--- config.mk ---
export PLATFORM = sky130hd
export DESIGN_NAME = stack_arbiter
export DESIGN_NICKNAME = d
export VERILOG_FILES = /design/src/rtl/stack_arbiter.sv
export SDC_FILE = /design/constraint.sdc
export NUM_CORES = 1
export LEC_CHECK = 0
export CAP_MARGIN = 15
export CORE_UTILIZATION = 41
export DETAILED_ROUTE_END_ITERATION = 6
export GPL_TIMING_DRIVEN = 0
export PLACE_DENSITY = 0.81
export SLEW_MARGIN = 30
export SYNTH_ARGS = -nofsm -noshare
export SYNTH_HDL_FRONTEND = slang
export SYNTH_SLANG_ARGS = --single-unit
--- constraint.sdc ---
create_clock -name CLK -period 2.12 [get_ports CLK]
set_input_delay 0.636 -clock CLK [delete_from_list [all_inputs] [get_ports CLK]]
set_output_delay 0.636 -clock CLK [all_outputs]
set_load 0.02 [all_outputs]
--- src/rtl/stack_arbiter.sv ---
// Round-robin arbiter sharing one stack between requesters A and B.
// Optional occupancy counter and OCC port enabled by defining STACK_ARB_OCC_EN.
module stack_arbiter #(
  parameter int WIDTH = 2,
  parameter int DEPTH = 4
) (
  input  logic             CLK,
  input  logic             RST_N,
  input  logic             REQ_A,
  input  logic             OP_A,
  input  logic [WIDTH-1:0] WDATA_A,
  output logic             GNT_A,
  output logic             RVALID_A,
  output logic             ERR_A,
  output logic [WIDTH-1:0] RDATA_A,
  input  logic             REQ_B,
  input  logic             OP_B,
  input  logic [WIDTH-1:0] WDATA_B,
  output logic             GNT_B,
  output logic             RVALID_B,
  output logic             ERR_B,
  output logic [WIDTH-1:0] RDATA_B,
  output logic             STK_PUSH,
  output logic             STK_POP,
  output logic [WIDTH-1:0] STK_DATA_IN,
  input  logic [WIDTH-1:0] STK_DATA_OUT,
  input  logic             STK_FULL,
  input  logic             STK_EMPTY
`ifdef STACK_ARB_OCC_EN
  ,
  output logic [$clog2(DEPTH+1)-1:0] OCC
`endif
);

  typedef enum logic [1:0] {IDLE, ISSUE, SETTLE} state_t;

  localparam logic SEL_A = 1'b0;
  localparam logic SEL_B = 1'b1;

  if (DEPTH < 1) begin : g_depth_chk
    $error("stack_arbiter: DEPTH must be at least 1");
  end

  state_t             r_state, w_state_nxt;
  logic               r_last, w_last_nxt;
  logic               r_win, w_win_nxt;
  logic               r_gnt_a, r_gnt_b, r_err_a, r_err_b, r_rvalid_a, r_rvalid_b;
  logic               w_gnt_a_nxt, w_gnt_b_nxt, w_err_a_nxt, w_err_b_nxt;
  logic               w_rvalid_a_nxt, w_rvalid_b_nxt;
  logic [WIDTH-1:0]   r_rdata_a, r_rdata_b, w_rdata_a_nxt, w_rdata_b_nxt;
  logic               r_stk_push, r_stk_pop, w_stk_push_nxt, w_stk_pop_nxt;
  logic [WIDTH-1:0]   r_stk_din, w_stk_din_nxt;

  logic               w_any, w_sel, w_op, w_legal, w_full_chk, w_empty_chk;
  logic [WIDTH-1:0]   w_wdata;

`ifdef STACK_ARB_OCC_EN
  localparam int OCC_W = $clog2(DEPTH+1);
  localparam logic [OCC_W-1:0] OCC_MAX = OCC_W'(DEPTH);

  logic [OCC_W-1:0] r_occ;

  always_ff @(posedge CLK or negedge RST_N) begin
    if (!RST_N) begin
      r_occ <= '0;
    end else if (r_stk_push && (r_occ != OCC_MAX)) begin
      r_occ <= r_occ + OCC_W'(1);
    end else if (r_stk_pop && (r_occ != '0)) begin
      r_occ <= r_occ - OCC_W'(1);
    end
  end

  assign OCC         = r_occ;
  assign w_full_chk  = STK_FULL  | (r_occ == OCC_MAX);
  assign w_empty_chk = STK_EMPTY | (r_occ == '0);
`else
  assign w_full_chk  = STK_FULL;
  assign w_empty_chk = STK_EMPTY;
`endif

  // With both requesting, the side that did not win last time goes first.
  assign w_any   = REQ_A | REQ_B;
  assign w_sel   = (REQ_A & REQ_B) ? ~r_last : REQ_B;
  assign w_op    = (w_sel == SEL_B) ? OP_B : OP_A;
  assign w_wdata = (w_sel == SEL_B) ? WDATA_B : WDATA_A;
  assign w_legal = w_op ? ~w_empty_chk : ~w_full_chk;

  always_comb begin
    // NOTE: every signal gets a default first so no path leaves it unassigned (no latches).
    w_state_nxt    = r_state;
    w_last_nxt     = r_last;
    w_win_nxt      = r_win;
    w_gnt_a_nxt    = 1'b0;
    w_gnt_b_nxt    = 1'b0;
    w_err_a_nxt    = 1'b0;
    w_err_b_nxt    = 1'b0;
    w_rvalid_a_nxt = 1'b0;
    w_rvalid_b_nxt = 1'b0;
    w_stk_push_nxt = 1'b0;
    w_stk_pop_nxt  = 1'b0;
    w_stk_din_nxt  = r_stk_din;
    w_rdata_a_nxt  = r_rdata_a;
    w_rdata_b_nxt  = r_rdata_b;

    unique case (r_state)
      IDLE: begin
        if (w_any) begin
          w_last_nxt  = w_sel;
          w_win_nxt   = w_sel;
          w_gnt_a_nxt = (w_sel == SEL_A);
          w_gnt_b_nxt = (w_sel == SEL_B);
          if (w_legal) begin
            w_stk_push_nxt = ~w_op;
            w_stk_pop_nxt  = w_op;
            if (!w_op) w_stk_din_nxt = w_wdata;
            w_state_nxt = ISSUE;
          end else begin
            w_err_a_nxt = (w_sel == SEL_A);
            w_err_b_nxt = (w_sel == SEL_B);
            w_state_nxt = SETTLE;
          end
        end
      end
      ISSUE: begin
        // Stack pops at this edge; DATA_OUT still shows the pre-pop top.
        if (r_stk_pop) begin
          if (r_win == SEL_B) begin
            w_rdata_b_nxt  = STK_DATA_OUT;
            w_rvalid_b_nxt = 1'b1;
          end else begin
            w_rdata_a_nxt  = STK_DATA_OUT;
            w_rvalid_a_nxt = 1'b1;
          end
        end
        w_state_nxt = SETTLE;
      end
      SETTLE:  w_state_nxt = IDLE;
      default: w_state_nxt = IDLE;
    endcase
  end

  // NOTE: sequential state uses non-blocking assignments so every register samples pre-edge values.
  always_ff @(posedge CLK or negedge RST_N) begin
    if (!RST_N) begin
      r_state    <= IDLE;
      r_last     <= SEL_B;
      r_win      <= SEL_A;
      r_gnt_a    <= 1'b0;
      r_gnt_b    <= 1'b0;
      r_err_a    <= 1'b0;
      r_err_b    <= 1'b0;
      r_rvalid_a <= 1'b0;
      r_rvalid_b <= 1'b0;
      r_stk_push <= 1'b0;
      r_stk_pop  <= 1'b0;
      r_stk_din  <= '0;
      r_rdata_a  <= '0;
      r_rdata_b  <= '0;
    end else begin
      r_state    <= w_state_nxt;
      r_last     <= w_last_nxt;
      r_win      <= w_win_nxt;
      r_gnt_a    <= w_gnt_a_nxt;
      r_gnt_b    <= w_gnt_b_nxt;
      r_err_a    <= w_err_a_nxt;
      r_err_b    <= w_err_b_nxt;
      r_rvalid_a <= w_rvalid_a_nxt;
      r_rvalid_b <= w_rvalid_b_nxt;
      r_stk_push <= w_stk_push_nxt;
      r_stk_pop  <= w_stk_pop_nxt;
      r_stk_din  <= w_stk_din_nxt;
      r_rdata_a  <= w_rdata_a_nxt;
      r_rdata_b  <= w_rdata_b_nxt;
    end
  end

  assign GNT_A       = r_gnt_a;
  assign GNT_B       = r_gnt_b;
  assign ERR_A       = r_err_a;
  assign ERR_B       = r_err_b;
  assign RVALID_A    = r_rvalid_a;
  assign RVALID_B    = r_rvalid_b;
  assign RDATA_A     = r_rdata_a;
  assign RDATA_B     = r_rdata_b;
  assign STK_PUSH    = r_stk_push;
  assign STK_POP     = r_stk_pop;
  assign STK_DATA_IN = r_stk_din;

endmodule

==> results.py <==
metrics = {
    "sta": {
        "finalClockSkew_ps": 2.374,
        "worst_slew_margin_rel": 0.4898,
        "setup-violations-final": 0,
        "max_freq_mhz": 521.5,
        "rsz0062_at_grt": "false",
        "hold_viol_final": 0,
        "drv_slew": 0,
        "period_needed_ps": 1917,
        "holdWs_ps": 491.9,
        "fin_crit_sh": 0.9045,
        "worstMarginPinSlew_ps": 762.9,
    },
    "clock_tree": {
        "worst_skew_pair.late_latency_ps": 290,
        "htreeDepth": 1,
        "cts_root_buf": "clkbuf_4",
        "clockBufferDepth": 2,
        "cts_tree": "built",
        "cts_made_buffers": 3,
        "clock_sinks": 18,
        "cts_hold_buf": 0,
        "clkTransAtPathRegs_ps": 90,
    },
    "min_path": {
        "min_from": "RDATA_A[0]",
        "holdPathEnd": "RDATA_A[0]",
        "holdPathStages": 1,
        "hold_class": "flip-flop to flip-flop",
    },
    "global_route": {
        "grt_overflow": 0,
        "grt_pass1_wl_um": 2380,
        "grt_usage": 0.1762,
        "grt_max_degree": 19,
        "first_global_vias": 518,
        "antenna_found_initial": 0,
    },
    "critical_path": {
        "reg2reg_from": "r_last",
        "start_kind": "flip-flop",
        "r2r_slack_ps": 490,
        "startpoint": "STK_POP",
        "worstPathArrival_ps": 1280,
        "worst-path-max-fanout": 3,
        "cpPeakStageDelay_ps": 610,
        "endpoint_kind": "output port",
        "cp_num_buf_inv": 1,
        "cp.required_ps": 1480,
        "r2r_cells": 4,
        "path_delay_family": "buffers and inverters",
        "cp_slowest_cell": "clkdlybuf4s50_1",
        "r2r_end": "STK_DATA_IN[0]",
        "critical_path.cell_chain": "clkdlybuf4s50_1",
        "crit_type": "flip-flop to output port",
    },
    "routing": {
        "drc": 6,
        "antenna_left": 0,
        "drtPass1Iterations": 6,
        "wl_per_cell_um": 13.60,
        "wl_um": 1346,
        "drt_iter0_drc": 9,
        "viasPerCell": 5.071,
        "dr_total_vias": 502,
    },
    "job": {
        "drv_cap": 0,
    },
    "power": {
        "max-vdd-ir-drop_v": 0.0006470,
        "power_mw": 1.131,
        "pwr_density_cell_nw_per_um2": 1077,
        "leakage_nw": 0.5031,
    },
    "synthesis": {
        "yosys.area_share.simple": 0.1192,
        "syn_inst": 50,
        "synth_area_leaders": "dfrtp_1 60%, mux2_1 6.4%, mux2_4 4.3%",
        "synth_top_family_by_area": "multiplexers",
        "synth-edff-count": 0,
        "synth.yosys.warnings": 0,
        "ys_seq_area_frac": 0.6423,
        "synth-seq-cells": 18,
        "synth_common_cells": "17 x dfrtp_1, 6 x nand2_1, 4 x mux2_1, 4 x nor2_1",
        "synth_cell_types": 17,
        "synth-async-reset-ratio": 1.000,
        "synthDominantCellAreaShare": 0.6050,
        "synth_compound_area_frac": 0.05516,
        "syn_area_per_cell_um2": 14.06,
        "synth_ff_type": "dfrtp_1",
        "synth_nets": 64,
        "synth_xor_area_frac": 0,
        "synth_fa_ha_area_frac": 0,
        "synth_most_common_cell": "dfrtp_1",
        "yosysTopAreaCell": "dfrtp_1",
        "netlist_area_um2": 703.2,
        "synth.area.mux_share": 0.1726,
    },
    "die": {
        "initial_core_util": 0.4510,
        "io_pins": 28,
        "rows": 14,
        "die_area_um2": 1885,
        "core_um2": 1559,
        "die_x_um": 43.42,
        "die_h_um": 43.42,
    },
    "place": {
        "gp_congestion": 0.7276,
        "dpl.hpwl_um": 1023,
        "numPortBuffers": 27,
    },
    "cells_and_area": {
        "antenna_cells": 0,
        "syn_to_final_growth_pct": 49.29,
        "final_layout_size_suffix_gt1_frac": 0.1687,
        "fin_nets": 98,
    },
    "outcome": {
        "violations": "DRC",
        "status": "finished, violations left",
    },
}
## layer usage
metal	wire length, um	track usage	up-vias	share of wire
met5	0	0	-	0
met4	25	0.07500	0	0.019
met3	66	0.03750	4	0.049
met2	661	0.2970	21	0.49
met1	593	0.2201	243	0.44
li1	-	-	234	-
## layout by cell type, fill, tap and decap left out, drive strengths merged
cell and instances:
clkbuf 4, nor2b 2, mux2 8, dfstp 1, inv 2, nor3b 1
clkdlybuf4s50 25, nor2 4, nand2 6, buf 2, nor3 2, nand3 1
dlymetal6s2s 2, o21ai 1, mux2i 2, dfrtp 17, o21bai 2, a21boi 1
## power breakdown
group / switching (mW) / leakage (nW) / internal [mW] / total (mW)
clock network: 0.101 / 0.0210 / 0.105 / 0.206
registers: 0.0545 / 0.230 / 0.446 / 0.500
logic: 0.200 / 0.252 / 0.224 / 0.425
total: 0.356 / 0.503 / 0.775 / 1.13
## through the flow
step	setup TNS (ps)	cell area (um^2)	setup slack, ps	std cells	utilization
after global routing	0	1050	153.3	99	0.6734
final	0	1050	202.5	99	0.6734
after detailed placement	-1929	993.5	-411.1	93	0.6372
after floorplan	0	703.2	266.5	50	-
after CTS	0	1037	14.89	98	0.6653
after global placement	-1873	993.5	-401.9	93	0.6372
## area by class of cell
| class | instances | area, um^2 |
|---|---|---|
| clock buffers | 4 | 36.28 |
| fillers | 130 | 509.2 |
| inverters | 2 | 7.507 |
| multi-input cells | 30 | 244.0 |
| flip-flops and latches | 18 | 451.7 |
| well taps | 16 | 20.02 |
| repair buffers | 29 | 290.3 |
## cells by family after synthesis
group | after synthesis
compound gates | 4
buf+inv | 2
flops | 18
mux | 10
simple gates | 16
## worst max path at each step
stage | cells after the start | to | slack [ps]
3_3_place_gp | 5 | STK_DATA_IN[0] | -400
3_5_place_dp | 5 | STK_DATA_IN[1] | -410
6_report | 1 | STK_POP | 200
2_1_floorplan | 4 | STK_DATA_IN[0] | 270
5_1_grt | 1 | STK_POP | 150
4_1_cts | 5 | STK_DATA_IN[1] | 10
## what timing repair did
action	CTS	global route
resized for setup	0	2
setup endpoints to repair	2	3
setup buffers	1	1
## registers in the layout, indices dropped and copies added, names as in the netlist
name         cells
r_win            1
STK_DATA_IN      2
STK_POP          1
RDATA_A          2
r_state          2
ERR_B            1
r_last           1
RVALID_B         1
RVALID_A         1
ERR_A            1
GNT_B            1
STK_PUSH         1
GNT_A            1
RDATA_B          2
Power figures use the tool's default switching activity.
